==> src/rtl/regfile_wb_arbiter_if.sv <==
// Writeback bus between two requesters (A = ALU, B = load/mem), the arbiter and the register-file write port.
// The master drives the requests and observes the readies and the write port. The slave is the arbiter.
interface regfile_wb_arbiter_if #(
  parameter int ADDR_W = 5,
  parameter int DATA_W = 64
);
  logic              a_valid;
  logic [ADDR_W-1:0] a_addr;
  logic [DATA_W-1:0] a_data;
  logic              a_ready;
  logic              b_valid;
  logic [ADDR_W-1:0] b_addr;
  logic [DATA_W-1:0] b_data;
  logic              b_ready;
  logic              RegWrite;
  logic [ADDR_W-1:0] write_reg_addr;
  logic [DATA_W-1:0] write_reg_data;

  modport master (
    output a_valid, a_addr, a_data, b_valid, b_addr, b_data,
    input  a_ready, b_ready, RegWrite, write_reg_addr, write_reg_data
  );

  modport slave (
    input  a_valid, a_addr, a_data, b_valid, b_addr, b_data,
    output a_ready, b_ready, RegWrite, write_reg_addr, write_reg_data
  );
endinterface

==> src/rtl/regfile_wb_arbiter.sv <==
// Sole owner of the register-file write port: it zero-sweeps x1..x(NREGS-1) after reset, then round-robins A/B writebacks.
// Writes appear 1 cycle after the handshake. Each requester waits on valid/ready. Readies stay low during the sweep.
module regfile_wb_arbiter #(
  parameter int ADDR_W = 5,
  parameter int DATA_W = 64,
  parameter int NREGS  = 32
) (
  input  logic                 clk,
  input  logic                 reset,
  regfile_wb_arbiter_if.slave  bus,
  output logic                 init_done
);
  typedef enum logic {INIT, RUN} state_e;
  typedef enum logic {GRANT_A, GRANT_B} grant_e;

  localparam logic [ADDR_W-1:0] LAST_ADDR = ADDR_W'(NREGS - 1);

  state_e            state_q, state_d;
  grant_e            last_grant_q, last_grant_d;
  logic [ADDR_W-1:0] init_addr_q, init_addr_d;
  logic              regwrite_q, regwrite_d;
  logic [ADDR_W-1:0] waddr_q, waddr_d;
  logic [DATA_W-1:0] wdata_q, wdata_d;
  logic              init_done_q, init_done_d;
  logic              a_rdy, b_rdy;

  always_comb begin
    state_d      = state_q;
    last_grant_d = last_grant_q;
    init_addr_d  = init_addr_q;
    regwrite_d   = 1'b0;
    waddr_d      = waddr_q;
    wdata_d      = wdata_q;
    init_done_d  = init_done_q;
    a_rdy        = 1'b0;
    b_rdy        = 1'b0;

    case (state_q)
      INIT: begin
        regwrite_d  = 1'b1;
        waddr_d     = init_addr_q;
        wdata_d     = '0;
        init_addr_d = init_addr_q + ADDR_W'(1);
        if (init_addr_q == LAST_ADDR) begin
          state_d     = RUN;
          init_done_d = 1'b1;
        end
      end
      RUN: begin
        // A wins a tie only when B had the previous grant, so sustained ties alternate.
        a_rdy = bus.a_valid & (~bus.b_valid | (last_grant_q == GRANT_B));
        b_rdy = bus.b_valid & (~bus.a_valid | (last_grant_q == GRANT_A));
        if (a_rdy) begin
          last_grant_d = GRANT_A;
          regwrite_d   = (bus.a_addr != '0);
          waddr_d      = bus.a_addr;
          wdata_d      = bus.a_data;
        end else if (b_rdy) begin
          last_grant_d = GRANT_B;
          regwrite_d   = (bus.b_addr != '0);
          waddr_d      = bus.b_addr;
          wdata_d      = bus.b_data;
        end
      end
      default: state_d = INIT;
    endcase
  end

  always_ff @(posedge clk) begin
    if (reset) begin
      state_q      <= INIT;
      last_grant_q <= GRANT_B;
      init_addr_q  <= ADDR_W'(1);
      regwrite_q   <= 1'b0;
      waddr_q      <= '0;
      wdata_q      <= '0;
      init_done_q  <= 1'b0;
    end else begin
      state_q      <= state_d;
      last_grant_q <= last_grant_d;
      init_addr_q  <= init_addr_d;
      regwrite_q   <= regwrite_d;
      waddr_q      <= waddr_d;
      wdata_q      <= wdata_d;
      init_done_q  <= init_done_d;
    end
  end

  assign bus.a_ready        = a_rdy;
  assign bus.b_ready        = b_rdy;
  assign bus.RegWrite       = regwrite_q;
  assign bus.write_reg_addr = waddr_q;
  assign bus.write_reg_data = wdata_q;
  assign init_done          = init_done_q;
endmodule

==> src/flat_wrapper.sv <==
// flat-port wrapper written by rule: the top's interface ports become plain ports
module regfile_wb_arbiter_flat 
#(
  parameter int ADDR_W = 5,
  parameter int DATA_W = 64,
  parameter int NREGS  = 32
)
  (clk, reset, init_done, bus_a_valid, bus_a_addr, bus_a_data, bus_b_valid, bus_b_addr, bus_b_data, bus_a_ready, bus_b_ready, bus_RegWrite, bus_write_reg_addr, bus_write_reg_data);
  regfile_wb_arbiter_if #(.ADDR_W(ADDR_W), .DATA_W(DATA_W)) bus_i ();
  input  logic clk;
  input  logic reset;
  output logic init_done;
  input wire logic [$bits(bus_i.a_valid)-1:0] bus_a_valid;
  input wire logic [$bits(bus_i.a_addr)-1:0] bus_a_addr;
  input wire logic [$bits(bus_i.a_data)-1:0] bus_a_data;
  input wire logic [$bits(bus_i.b_valid)-1:0] bus_b_valid;
  input wire logic [$bits(bus_i.b_addr)-1:0] bus_b_addr;
  input wire logic [$bits(bus_i.b_data)-1:0] bus_b_data;
  output wire logic [$bits(bus_i.a_ready)-1:0] bus_a_ready;
  output wire logic [$bits(bus_i.b_ready)-1:0] bus_b_ready;
  output wire logic [$bits(bus_i.RegWrite)-1:0] bus_RegWrite;
  output wire logic [$bits(bus_i.write_reg_addr)-1:0] bus_write_reg_addr;
  output wire logic [$bits(bus_i.write_reg_data)-1:0] bus_write_reg_data;
  assign bus_i.a_valid = bus_a_valid;
  assign bus_i.a_addr = bus_a_addr;
  assign bus_i.a_data = bus_a_data;
  assign bus_i.b_valid = bus_b_valid;
  assign bus_i.b_addr = bus_b_addr;
  assign bus_i.b_data = bus_b_data;
  assign bus_a_ready = bus_i.a_ready;
  assign bus_b_ready = bus_i.b_ready;
  assign bus_RegWrite = bus_i.RegWrite;
  assign bus_write_reg_addr = bus_i.write_reg_addr;
  assign bus_write_reg_data = bus_i.write_reg_data;
  regfile_wb_arbiter #(.ADDR_W(ADDR_W), .DATA_W(DATA_W), .NREGS(NREGS)) u_core (.clk(clk), .reset(reset), .bus(bus_i), .init_done(init_done));
endmodule
==> config.mk <==
export PLATFORM = sky130hd
export DESIGN_NAME = regfile_wb_arbiter_flat
export DESIGN_NICKNAME = d
export VERILOG_FILES = /design/src/rtl/regfile_wb_arbiter_if.sv /design/src/rtl/regfile_wb_arbiter.sv /design/src/flat_wrapper.sv
export SDC_FILE = /design/constraint.sdc
export NUM_CORES = 1
export LEC_CHECK = 0
export ABC_AREA = 1
export CAP_MARGIN = 20
export CORE_ASPECT_RATIO = 1.75
export CORE_MARGIN = 2
export CORE_UTILIZATION = 39
export CTS_CLUSTER_SIZE = 40
export DETAILED_ROUTE_END_ITERATION = 12
export PLACE_DENSITY = 0.91
export SYNTH_ARGS = -nofsm -noshare
export SYNTH_HDL_FRONTEND = slang
export SYNTH_SLANG_ARGS = --single-unit
export TNS_END_PERCENT = 50
==> constraint.sdc <==
create_clock -name clk -period 1.38 [get_ports clk]
set_input_delay 0.138 -clock clk [delete_from_list [all_inputs] [get_ports clk]]
set_output_delay 0.138 -clock clk [all_outputs]
set_load 0.01 [all_outputs]
Word level (Yosys, flattened, before mapping)
Cells that the tools add are included.
{"block": "op_classes", "add_sub_neg": 1, "eq_ne": 2, "mux": 15, "bitwise": 8, "reduce_logical": 5}
{"op": "$mux W64", "n": 2}
{"op": "$pmux W64 S2", "n": 1}
{"op": "$mux W5", "n": 2}
{"op": "$pmux W5 S2", "n": 1}
{"op": "$reduce_bool A5 Y1", "n": 2}
{"op": "$mux W1", "n": 8}
{"op": "$add A5 B1 Y5 const B", "n": 1}
{"op": "$eq A5 B5 Y1 const B", "n": 1}
{"op": "$not A1 Y1", "n": 4}
{"op": "$reduce_and A2 Y1", "n": 2}
{"op": "$ne A3 B3 Y1 const B", "n": 1}
{"op": "$and A1 B1 Y1", "n": 2}
{"op": "$or A1 B1 Y1", "n": 2}
{"op": "$pmux W1 S2", "n": 1}
{"op": "$reduce_bool A2 Y1", "n": 1}
{"block": "totals", "regBits": 78, "input_bits": 142, "out_inout_bits": 73, "wordCells": 38}

Longest topological paths before layout
Gate-level depths: netlist (run 1).
{"block": "logic_depth", "ltp_word": 6, "depth_mapped": 8}

Worst setup path after synthesis (run 1)
OpenSTA, ideal clock, no wires.
{"block": "synth_path", "path_type": "flip-flop to flip-flop", "startpoint": "reg u_core.init_addr_q[0]", "endpoint": "reg u_core.init_addr_q[4]", "arrival_time_ns": 1.093, "t_required_ns": 1.252, "path_slack_ns": 0.160, "path_stages_with_launch": 7, "n_path_buf": 0, "period_less_slack_ns": 1.220, "path_cell_list": "dfxtp_1 > ha_1 > inv_1 > nor3_1 > ha_1 > o21ai_0 > a21oi_1"}
{"block": "synth_via", "elab_chain_cells": 1}
{"element": "start, declared", "line_no": "regfile_wb_arbiter.sv:20", "rtl": "logic [ADDR_W-1:0] init_addr_q, init_addr_d;"}
{"element": "start signal, assigned", "line_no": "regfile_wb_arbiter.sv:81", "rtl": "init_addr_q <= init_addr_d;"}
{"element": "$add A5 B1 Y5", "line_no": "regfile_wb_arbiter.sv:43", "rtl": "init_addr_d = init_addr_q + ADDR_W'(1);"}
No other way between the ends.
A chain may end at the register's enable or synchronous reset.

Final worst setup path (run 1)
{"block": "layout_path", "startpoint": "in bus_b_valid", "endpoint": "out bus_b_ready"}
{"block": "layout_via", "elab_chain_cells": 2}
{"element": "start, declared", "line_no": "flat_wrapper.sv:16", "rtl": "input wire logic [$bits(bus_i.b_valid)-1:0] bus_b_valid;"}
{"element": "$and A1 B1 Y1", "line_no": "regfile_wb_arbiter.sv:52", "rtl": "b_rdy = bus.b_valid & (~bus.a_valid | (last_grant_q == GRANT_A));"}
{"element": "$mux W1", "line_no": "regfile_wb_arbiter.sv:38", "rtl": "case (state_q)"}
{"element": "end, declared", "line_no": "flat_wrapper.sv:20", "rtl": "output wire logic [$bits(bus_i.b_ready)-1:0] bus_b_ready;"}
No other way between the ends.

==> results of run 1 <==
==> metrics by stage <==
stage / power (mW) / setup WS (ns) / hold WS, ns / instance area, um^2
after floorplan: 2.63 / 0.160 / 0.363 / 3820
after global placement: 3.12 / -0.267 / 0.450 / 6100
after detailed placement: 3.13 / -0.289 / 0.454 / 6100
after CTS: 5.68 / -0.0155 / 0.181 / 6420
after global routing: 5.88 / -0.0840 / 0.200 / 6580
final: 5.67 / -0.0222 / 0.188 / 6580
==> critical path: stages <==
cell and delay, ns:
clkdlybuf4s50_1 0.50, inv_1 0.07, a21oi_1 0.15, nand2_1 0.10, inv_1 0.05, dlygate4sd2_1 0.26
==> repair_timing <==
action / CTS / global route
endpoints found under the setup margin: 10 / 81
buffers inserted: 0 / 0
resized for setup: 9 / 42
gates cloned: 0 / 2
==> report_power, final <==
| part | switching, mW | internal [mW] | total (mW) |
|---|---|---|---|
| sequential | 0.0117 | 2.27 | 2.28 |
| combinational | 0.328 | 0.501 | 0.829 |
| clock | 0.890 | 1.67 | 2.56 |
==> logic make-up after synthesis <==
| kind of cell | count (synthesis) | synth area share |
|---|---|---|
| flops | 78 | 0.409 |
| compound gates | 79 | 0.105 |
| simple gates | 377 | 0.402 |
| buf+inv | 70 | 0.0774 |
| fa+ha+maj | 2 | 0.00656 |
==> registers in the layout, indices dropped and copies added, names as in the netlist <==
register and count:
u_core.bus.write_reg_addr 5, u_core.state_q 1, u_core.last_grant_q 1, u_core.init_addr_q 5, u_core.init_done 1, u_core.bus.RegWrite 1, u_core.bus.write_reg_data 64
==> synthesized netlist by cell type <==
master    instances
clkbuf_1         19
inv_1            23
o211ai_1          1
dfxtp_1          78
buf_1             1
nand3_2           1
a21oi_2           1
a21oi_1          74
buf_4             1
nand3b_1          4
o21ai_0           3
nand2_1         270
nor3_1            4
nor2_1           25
ha_1              2
nand3_1          73
buf_2            23
inv_2             3
==> final timing paths <==
kind,cells after the start,startpoint,slack (ns),endpoint
worst min register to register,2,u_core.bus.write_reg_data[60],0.46,u_core.bus.write_reg_data[60]
worst max register to register,9,u_core.last_grant_q,0.07,u_core.bus.RegWrite
worst max-delay path,6,bus_b_valid,-0.02,bus_b_ready
worst min-delay path,2,reset,0.19,u_core.init_done
==> metal layers <==
metal / wire, um / up-vias / GRT usage
met5: 0 / - / 0
met4: 670 / 0 / 0.131
met3: 797 / 43 / 0.0582
met2: 7260 / 185 / 0.437
met1: 4790 / 2021 / 0.242
li1: - / 2321 / -
==> cell type report <==
| class | count | area (um^2) |
|---|---|---|
| fillers | 797 | 2890 |
| repair buffers | 231 | 2460 |
| multi-input cells | 458 | 1980 |
| flip-flops and latches | 78 | 1560 |
| clock buffers | 11 | 253 |
| well taps | 122 | 153 |
| inverters | 26 | 97.6 |
| clock inverters | 4 | 70.1 |
==> results.sh, run 1 <==
export IMPL_status="finished with violations"
export IMPL_violations="setup timing"
export IMPL_yosysTopAreaCell="dfxtp_1"
export IMPL_clk_pin_slew_ns=0.06
export IMPL_clock_skew_final_ns=0.00742
export IMPL_drt_initial_drc_count=157
export IMPL_tightestPinTransition_ns=0.589
export IMPL_hold_viol=0
export IMPL_initial_utilization=0.403
export IMPL_clock_latency_ns=0.32
export IMPL_drt_wl_total_um=13500
export IMPL_drive_above_1_share=0.0545
export IMPL_dieWidth_um=78.8
export IMPL_end_kind="primary output"
export IMPL_tritoncts="yes"
export IMPL_setup_ws_ns=-0.0222
export IMPL_setup_violations=1
export IMPL_diodes=0
export IMPL_post_drt_wl_per_cell_um=14.5
export IMPL_final_cells=930
export IMPL_fmax_mhz=713
export IMPL_min_period_ns=1.40
export IMPL_maxCapViolCount=0
export IMPL_route_detailed_drc=0
export IMPL_ys_seq_area_frac=0.409
export IMPL_place_port_buffers=214
export IMPL_grt_use_total=0.238
export IMPL_area_growth_pct=72.4
export IMPL_grt_pass1_vias=4201
export IMPL_yosysUniqueCellTypes=18
export IMPL_postCtsHoldBufs=0
export IMPL_hold_class="primary input to flop"
export IMPL_grt_overflow_total=0
export IMPL_place_hpwl_um=9490
export IMPL_utilization=0.695
export IMPL_ys_top_cells_by_area="dfxtp_1, nand2_1, a21oi_1"
export IMPL_period_share=1.02
export IMPL_irDropWorstVdd_uv=676
export IMPL_crit_arrival_ns=1.26
export IMPL_core_mm2=0.00947
export IMPL_ys_warn_count=0
export IMPL_mostFrequentLayoutCells="nand2_1, clkdlybuf4s50_1, dfxtp_1, a21oi_1, nand3_1"
export IMPL_netlist_area_mm2=0.00382
export IMPL_vias=4570
export IMPL_avgSynthCellArea_um2=6.30
export IMPL_grt_pass1_wl_um=19800
export IMPL_synth_top_area_share=0.409
export IMPL_clockBufferDepth=2
export IMPL_ys_ff_latch=78
export IMPL_htreeDepth=3
export IMPL_setup_tns_ns=-0.0222
export IMPL_cp_required_ns=1.24
export IMPL_final_net_count=948
export IMPL_syn_num_nets=750
export IMPL_grt_start_max_net_pins=71
export IMPL_ios=215
export IMPL_clockRootBuffer="clkbuf_16"
export IMPL_gp_congestion=0.828
export IMPL_syn_inst=606
export IMPL_critPathMaxFanout=2
export IMPL_cts_sinks=78
export IMPL_rows=47
export IMPL_numCtsBuffers=9
export IMPL_fp_dieH_um=135
export IMPL_leakagePower_nw=3.31
export IMPL_relSlewSlack=0.608
export IMPL_dieArea_mm2=0.0106
export IMPL_ant_nets=0
export IMPL_drv_slew=0
export IMPL_layout_commonest_cell="nand2_1"
export IMPL_rsz0062_at_grt="yes"
export IMPL_viasPerCell=4.91
export IMPL_dr_pass1_iters=4
export IMPL_crit_type="primary input to primary output"
export IMPL_power_density_mw_per_mm2=862
export IMPL_antenna_found_initial=0
export IMPL_place_inst=913
export IMPL_cp_start_kind="primary input"
(Power assumes the default switching activity.)
==> inputs of run 2 (changes only) <==
--- a/config.mk
+++ b/config.mk
@@ -9,10 +9,10 @@
 export CAP_MARGIN = 20
 export CORE_ASPECT_RATIO = 1.75
 export CORE_MARGIN = 2
-export CORE_UTILIZATION = 39
+export CORE_UTILIZATION = 42
 export CTS_CLUSTER_SIZE = 40
 export DETAILED_ROUTE_END_ITERATION = 12
-export PLACE_DENSITY = 0.91
+export PLACE_DENSITY = 0.95
 export SYNTH_ARGS = -nofsm -noshare
 export SYNTH_HDL_FRONTEND = slang
 export SYNTH_SLANG_ARGS = --single-unit
==> constraint.sdc (replaced) <==
create_clock -name clk -period 1.8 [get_ports clk]
set_input_delay 0.18 -clock clk [delete_from_list [all_inputs] [get_ports clk]]
set_output_delay 0.18 -clock clk [all_outputs]
set_load 0.01 [all_outputs]
==> run 2 against run 1 <==
Effect of this change:
- the flow now finishes without violations
- sequential share of layout area is 0.76 points higher
- via count rose by 3.6%
- largest power group is now sequential cells
- cell area fell by 3.3%
- wire length decreased by 0.77%
- worst hold slack better by 0.074 ns
- cell count down 0.65%
- combinational power down 25%
- critical path depth down 5
- setup slack improved by 0.37 ns
- largest cell class unchanged
- critical endpoint is now bus_write_reg_data[27]
- sequential power is 23% lower
==> results.sh, run 2 (synthesized netlist as in run 1, its figures left out) <==
export IMPL_grt_pass1_vias=4515
export IMPL_initial_utilization=0.428
export IMPL_status="finished clean"
export IMPL_cp_slowest_cell="clkdlybuf4s50_1"
export IMPL_critPathMaxStageDelay_ns=0.60
export IMPL_route_detailed_drc=0
export IMPL_setup_tns_ns=0
export IMPL_setup_violations=0
export IMPL_end_kind="primary output"
export IMPL_clkPwrFrac=0.409
export IMPL_ctsResizeCount=1
export IMPL_cp_required_ns=1.62
export IMPL_switchingPower_mw=0.903
export IMPL_period_share=0.804
export IMPL_dr_pass1_iters=7
export IMPL_min_to="u_core.init_done"
export IMPL_place_hpwl_um=9890
export IMPL_hold_viol=0
export IMPL_grt_pass1_wl_um=21000
export IMPL_maxCapViolCount=0
export IMPL_ant_nets=0
export IMPL_area_growth_pct=66.8
export IMPL_seqPwrFrac=0.436
export IMPL_holdPathStages=2
export IMPL_clock_skew_final_ns=0.00573
export IMPL_cts_sinks=78
export IMPL_drt_wl_total_um=13400
export IMPL_drt_initial_drc_count=264
export IMPL_clockRootBuffer="clkbuf_16"
export IMPL_htreeDepth=3
export IMPL_rr_worst_depth=5
export IMPL_post_drt_wl_per_cell_um=14.5
export IMPL_clock_latency_ns=0.33
export IMPL_hold_class="primary input to flop"
export IMPL_power_frac_comb=0.155
export IMPL_critical_path_top_delay_family="buffers and inverters"
export IMPL_antenna_found_initial=0
export IMPL_leakagePower_nw=2.58
export IMPL_final_net_count=944
export IMPL_drv_slew=0
export IMPL_pre_cts_slack_ns=0.00102
export IMPL_tightestPinTransition_ns=0.620
export IMPL_p_sw_frac=0.225
export IMPL_rows=46
export IMPL_mostFrequentLayoutCells="nand2_1, clkdlybuf4s50_1, dfxtp_1, nand3_1, a21oi_1"
export IMPL_crit_arrival_ns=1.27
export IMPL_gp_congestion=0.839
export IMPL_dieArea_mm2=0.00989
export IMPL_tritoncts="yes"
export IMPL_min_period_ns=1.45
export IMPL_largest_register_ffs=64
export IMPL_diodes=0
export IMPL_vias=4733
export IMPL_viasPerCell=5.12
export IMPL_grt_use_total=0.263
export IMPL_clk_pin_slew_ns=0.05
export IMPL_fmax_mhz=691
export IMPL_r2r_end="u_core.bus.write_reg_data[6]"
export IMPL_numCtsBuffers=9
export IMPL_irDropWorstVdd_uv=499
export IMPL_p_int_mw=3.12
export IMPL_crit_type="flop to primary output"
export IMPL_path_buf_inv=1
export IMPL_post_cts_buffers=0
export IMPL_fp_dieH_um=130
export IMPL_min_from="reset"
export IMPL_drive_above_1_share=0.0435
export IMPL_relSlewSlack=0.587
export IMPL_cp_start_kind="flop"
export IMPL_layout_commonest_cell="nand2_1"
export IMPL_core_mm2=0.00892
export IMPL_dieWidth_um=76.1
export IMPL_clockBufferDepth=2
export IMPL_reg2reg_from="u_core.state_q"
export IMPL_setup_ws_ns=0.352
export IMPL_power_density_mw_per_mm2=631
export IMPL_rsz0062_at_grt="no"
export IMPL_grt_start_max_net_pins=71
export IMPL_postCtsHoldBufs=0
export IMPL_grt_overflow_total=0
export IMPL_critPathMaxFanout=2
export IMPL_r2r_slack_ns=0.40
export IMPL_crit_chain="clkdlybuf4s50_1"
export IMPL_ios=215
export IMPL_place_port_buffers=214
## run 2: cell type report
| cell class | instances | area (um^2) |
|---|---|---|
| clock buffer | 14 | 264 |
| clock inverter | 1 | 5.00 |
| fill | 682 | 2560 |
| inverter | 26 | 97.6 |
| multi-input combinational | 458 | 1980 |
| sequential | 78 | 1560 |
| tap | 120 | 150 |
| timing repair buffer | 227 | 2310 |
## run 2: worst max path at each step
| stage | cells past startpoint | start | slack, ns | endpoint |
|---|---|---|---|---|
| floorplan | 6 | u_core.init_addr_q[0] | 0.58 | u_core.init_addr_q[4] |
| detailed placement | 6 | bus_b_valid | 0.001 | bus_b_ready |
| finish | 1 | u_core.bus.write_reg_data[27] | 0.35 | bus_write_reg_data[27] |
| global route | 1 | u_core.bus.write_reg_data[62] | 0.30 | bus_write_reg_data[62] |
| CTS | 5 | u_core.last_grant_q | 0.04 | bus_a_ready |
| global placement | 6 | bus_b_valid | 0.06 | bus_b_ready |
## run 2: through the flow
| stage | instances | util | hold WS, ns | cell area [um^2] | power (mW) |
|---|---|---|---|---|---|
| floorplan | 606 | - | 0.405 | 3820 | 2.02 |
| global placement | 909 | 0.682 | 0.450 | 6090 | 2.38 |
| detailed placement | 909 | 0.682 | 0.455 | 6090 | 2.41 |
| CTS | 924 | 0.713 | 0.246 | 6360 | 4.05 |
| global route | 924 | 0.713 | 0.284 | 6360 | 4.18 |
| finish | 924 | 0.713 | 0.262 | 6360 | 4.02 |
## run 2: metal layers
metal	wire length (um)	up-vias	part of all wire	global-route usage
li1	-	2313	-	-
met1	4600	2155	0.34	0.262
met2	7260	215	0.54	0.494
met3	946	50	0.071	0.0754
met4	607	0	0.045	0.145
met5	0	-	0	0
## run 2: worst register-to-register path, cell delays in order (launching register included)
cell and delay (ns):
dfxtp_1 0.46, inv_2 0.14, a21oi_4 0.26, buf_12 0.23
nand2_1 0.09, a21oi_1 0.14
## run 2: power by group through the flow
stage / combinational [mW] / sequential [mW] / clock, mW
CTS: 0.622 / 1.75 / 1.68
detailed placement: 0.618 / 1.79 / 0
global placement: 0.596 / 1.79 / 0
global route: 0.679 / 1.75 / 1.75
floorplan: 0.227 / 1.79 / 0
finish: 0.622 / 1.75 / 1.64
==> patch 1: new RTL, flow settings as in run 1 <==
Reset style: asynchronous (`reset`), changed in one clocked block.
--- a/src/rtl/regfile_wb_arbiter.sv
+++ b/src/rtl/regfile_wb_arbiter.sv
@@ -68,3 +68,3 @@
 
-  always_ff @(posedge clk) begin
+  always_ff @(posedge clk or posedge reset) begin
     if (reset) begin
Behaviour: differs if reset is asserted again (counterexample within 4 cycles, from zero or initial values and one cycle with reset high); with reset held inactive, the same outputs for 10 cycles.
==> patch 1 against run 1 <==
  * The flow still finishes with violations (negative setup slack)
  * Sequential cell count stayed put
  * Highest routed layer unchanged
  * Fmax is 0.88% lower
  * Routed wire length increased by 16%
  * Sequential share of layout area increased by 3.7 points
  * Cell area rose by 8.1%
  * Die area rose by 12%
  * Synthesized area grew 12%
  * Worst setup slack worse by 0.012 ns
  * Synthesized cell count unchanged
  * Non-clock buffer count up 10
Power is not compared: it rests on default switching activity, and its combinational part moved more than twofold at a synthesized area within 25%.
==> patch 1: results (changes against run 1) <==
DR iter-0 viols: 318 (+100%)
Fraction of the mapped netlist area in adder cells: 0.583% (-0.072 points)
Tightest Hold Check Type: in -> async
List of most frequent post-synthesis cells: 277 x nand2_1, 142 x nand3_1, 76 x dfrtp_1
Multi-input gate share of total cell area: 28.0% (-2.0 points)
Seq/total area: 27.5% (+3.7 points)
Synth area leader: dfrtp_1
Drt wl/cell: 16.5 µm (+14%)
Placed Cells incl. Taps: 931 (+2.0%)
Drt pass-1 iters: 5 (+1)
Layout clock buffers: 13 (+2)
Setup ws final: -0.0346 ns (-0.0124 ns)
Register area: 1950 µm² (+25%)
Top post-synthesis cells by area: dfrtp_1 44%, nand2_1 24%, nand3_1 17%, buf_4 2.5%, inv_1 2.3%
Compound-gate portion of the synthesized area: 0.904% (-9.6 points)
Setup Skew: 0.00513 ns (-0.00229 ns)
Status: complete, but fails checks
Layout cells sized above 1: 8.28% (+2.8 points)
Sequential area share after synthesis: 45.6% (+4.6 points)
Fillers: 864 (+8.4%)
Synth-to-Final Area Change: 65.8%
Crit-path max cell delay: 0.54 ns (+0.04 ns)
Slowest CP cell: dfstp_2
Number of global-route vias before repair: 4,713 (+12%)
Async set-reset flop share out of synthesis: 100% (+100 points)
Non-filler instance count after layout: 951 (+2.3%)
Final TNS setup: -0.0561 ns (-0.0339 ns)
Delay-heaviest family, CP: flip-flops
Gr usage total: 23.9% (+0.11 points)
Clock network share of area: 5.07% (+0.16 points)
Setup-failing EPs final: 2 (+1)
Largest net degree at the start of global routing: 64 (-9.9%)
NonClk Buf Share: 35.5% (-2.0 points)
Fin nets: 960 (+1.3%)
Tightest Pin Transition: 0.747 ns (+0.159 ns)
Layout buffer count excluding clock buffers: 241 (+4.3%)
First-pass GRT wire length: 22,700 µm (+15%)
Pre-CTS WS: -0.232 ns (+0.0566 ns)
Post-synthesis cell type count: 20 (+2)
XOR/XNOR Fraction of Synth Area: 0.204% (+0.20 points)
GP Congestion: 0.905 (+9.3%)
Multi-input gates: 456 (-0.44%)
WP data arrival: 1.28 ns (+0.02 ns)
Seq cells: 78 (unchanged)
Placed wire-length estimate: 10,300 µm (+8.9%)
Non-clock inverters: 30 (+15%)
Failing checks: negative setup slack
-- patch 1: cell types whose count changed after synthesis, sizes merged, moves of 2 or more --
cell	before	now
dfxtp	78	0
dfstp	0	2
dfrtp	0	76
nand2	270	279
nand3b	4	0
nor3	4	0
buf	25	30
a21oi	75	1
nand3	74	143
inv	26	30
clkbuf	19	12
-- patch 1: routing by layer --
| layer | wire [µm] | track usage [%] |
|---|---|---|
| met5 | 0 | 0 |
| met2 | 8410 | 43.2 |
| met4 | 573 | 11.8 |
| met3 | 983 | 3.70 |
| met1 | 5770 | 27.3 |
-- patch 1: worst paths after layout --
kind	slack, ns	end	cells after the start	start
setup / recovery	-0.03	bus_b_ready	6	u_core.last_grant_q
hold / removal	0.25	u_core.bus.write_reg_data[17]	3	reset
setup reg to reg	0.04	u_core.bus.write_reg_data[36]	7	u_core.last_grant_q
hold reg to reg	0.45	u_core.init_done	1	u_core.init_done
max in group asynchronous	0.79	u_core.bus.write_reg_data[56]	3	reset
min in group clk	0.31	u_core.last_grant_q	6	bus_a_valid
==> patch 2: new RTL, config.mk and constraints of run 1 <==
Without the edit above. `ADDR_W` is set to 5 in 3 places; all go to 6.
--- a/src/rtl/regfile_wb_arbiter_if.sv
+++ b/src/rtl/regfile_wb_arbiter_if.sv
@@ -3,3 +3,3 @@
 interface regfile_wb_arbiter_if #(
-  parameter int ADDR_W = 5,
+  parameter int ADDR_W = 6,
   parameter int DATA_W = 64
--- a/src/rtl/regfile_wb_arbiter.sv
+++ b/src/rtl/regfile_wb_arbiter.sv
@@ -3,3 +3,3 @@
 module regfile_wb_arbiter #(
-  parameter int ADDR_W = 5,
+  parameter int ADDR_W = 6,
   parameter int DATA_W = 64,
--- a/src/flat_wrapper.sv
+++ b/src/flat_wrapper.sv
@@ -3,3 +3,3 @@
 #(
-  parameter int ADDR_W = 5,
+  parameter int ADDR_W = 6,
   parameter int DATA_W = 64,
Interface: changed (resized bus_a_addr, bus_b_addr and bus_write_reg_addr); port bits go from 215 to 218. The function was not compared with the original's and may differ.
==> patch 2 against run 1 <==
  * Core utilization shrank 0.41 points
  * Synthesized area increased by 3.7%
  * Global-route usage about the same
  * Cell count increased by 3.9%
  * Routed wire length rose by 1.1%
  * Power is 1.7% lower
  * Non-clock buffer count up 13
  * Sequential cell count up 2
  * Clock skew is 0.0014 ns higher
  * Via count increased by 4.3%
  * Sequential share of layout area is 0.22 points lower
  * Cell area is 3.4% higher
  * Worst setup slack better by 0.051 ns
  * Die area rose by 3.6%
  * Critical path type is now reg -> out
  * Highest routed layer unchanged
==> patch 2: results (changes against run 1) <==
WP data arrival: 1.21 ns (-0.05 ns)
Layout cells sized above 1: 6.66% (+1.2 points)
Delay-heaviest family, CP: buffers and inverters
Leak: 3.55 nW (+7.2%)
Setup Skew: 0.00877 ns (+0.00135 ns)
Cts bufs inserted: 9 (unchanged)
DR iter-0 viols: 160 (+1.9%)
Largest register FFs: 64 (unchanged)
Diodes inserted: 0 (unchanged)
Max VDD drop: 0.000712 V (+5.3%)
Placed Cells incl. Taps: 949 (+3.9%)
Post-synthesis cell type count: 19 (+1)
First-pass GRT wire length: 20,700 µm (+4.5%)
Critical path peak fanout: 2 (unchanged)
Vias per inst: 4.93 (+0.40%)
GP Congestion: 0.883 (+6.6%)
Status: completed
Net Switching: 1.27 mW (+3.4%)
Drt pass-1 iters: 6 (+2)
Syn nets: 770 (+2.7%)
Buffers from clock root to sink, at most: 2 (unchanged)
Number of global-route vias before repair: 4,641 (+10%)
Tightest Hold Check Type: in -> reg
I/O Buffers: 217 (+1.4%)
Setup-failing EPs final: 0 (-1)
Gr usage total: 23.9% (+0.049 points)
Fin nets: 981 (+3.5%)
Initial antenna violation count: 0 (unchanged)
Top post-synthesis cells by area: dfxtp_1 40%, nand2_1 26%, a21oi_1 9.7%, nand3_1 9.6%, nor2_1 2.7%
Placed wire-length estimate: 10,000 µm (+5.6%)
DRT Wirelength: 13,700 µm (+1.1%)
Syn Inst Count: 625 (+3.1%)
Clock Pin Slew Worst Setup and Hold Paths: 0.06 ns (about the same)
Yosys Warn Count: 0 (unchanged)
Largest net degree at the start of global routing: 50 (-30%)
Root Buffer: clkbuf_16
Crit-path max cell delay: 0.56 ns (+0.06 ns)
Drt wl/cell: 14.2 µm (-2.6%)
Sequential area share after synthesis: 40.5% (-0.46 points)
Async set-reset flop share out of synthesis: 0% (unchanged)
Headroom to the max-slew limit: 78.9% (+18 points)
Placed cell area: 6370 µm² (+4.3%)
List of most frequent post-synthesis cells: 274 x nand2_1, 80 x dfxtp_1, 77 x a21oi_1
Slowest CP cell: clkdlybuf4s50_1
CTS H-tree lvls: 3 (unchanged)
Clock latency on the worst-skew pair: 0.33 ns
## patch 2: cell count changes in the layout (fill, tap and decap cells not counted), sizes merged, moves of 4 or more
cell           delta
buf              +12
clkdlybuf4s50     -9
dlymetal6s2s      +8
nand2             +4
nor2              +4
## patch 2: area by class of cell
| cell class | instances | area, µm² |
|---|---|---|
| multi-input cells | 472 | 2040 |
| clock buffers | 11 | 243 |
| clock inverters | 5 | 56.3 |
| repair buffers | 244 | 2590 |
| inverters | 29 | 109 |
| flip-flops and latches | 80 | 1600 |
| fillers | 816 | 3050 |
| well taps | 125 | 156 |
## patch 2: kinds of logic (layout without fill, tap and decap cells)
logic type | after synthesis | after routing | synth area share (%)
buffers and inverters | 73 | 289 | 8.41
flip-flops | 80 | 80 | 40.5
AO/OA/AOI/OAI | 83 | 83 | 10.8
adder cells (fa/ha/maj) | 1 | 1 | 0.316
AND/OR/NAND/NOR | 388 | 388 | 40.0
## patch 2: final timing paths
kind	from	endpoint	slack (ns)	depth (start not counted)
setup / recovery	u_core.bus.write_reg_data[1]	bus_write_reg_data[1]	0.03	1
hold / removal	reset	u_core.init_addr_q[0]	0.20	3
setup reg to reg	u_core.last_grant_q	u_core.bus.write_reg_addr[1]	0.07	8
hold reg to reg	u_core.init_done	u_core.init_done	0.45	2
## patch 2: repair_timing
action | in CTS | in global routing
buffers inserted | 0 | 0
gates cloned | 0 | 1
gates resized for setup | 14 | 52
endpoints found under the setup margin | 11 | 88
## patch 2: metrics by stage
step | worst slack (ns) | setup TNS [ns] | total power, mW
3_5_place_dp | -0.303 | -12.20 | 3.24
5_1_grt | -0.00608 | -0.0112 | 5.80
2_1_floorplan | 0.181 | 0 | 2.69
4_1_cts | 0.000393 | 0 | 5.61
3_3_place_gp | -0.291 | -10.01 | 3.23
6_report | 0.0288 | 0 | 5.57
## patch 2: power groups by stage
stage                     combinational, mW  sequential [mW]  clock (mW)
after detailed placement              0.841             2.39           0
final                                 0.855             2.34        2.38
after global routing                  0.934             2.34        2.52
after global placement                0.833             2.39           0
after floorplan                       0.296             2.40           0
after CTS                             0.844             2.34        2.42
## patch 2: metal layers
layer | track usage (%) | wire, µm | vias up
li1 | - | - | 2409
met1 | 23.2 | 4590 | 2131
met2 | 44.9 | 7520 | 180
met3 | 4.85 | 867 | 46
met4 | 14.6 | 694 | 0
met5 | 0 | 0 | -
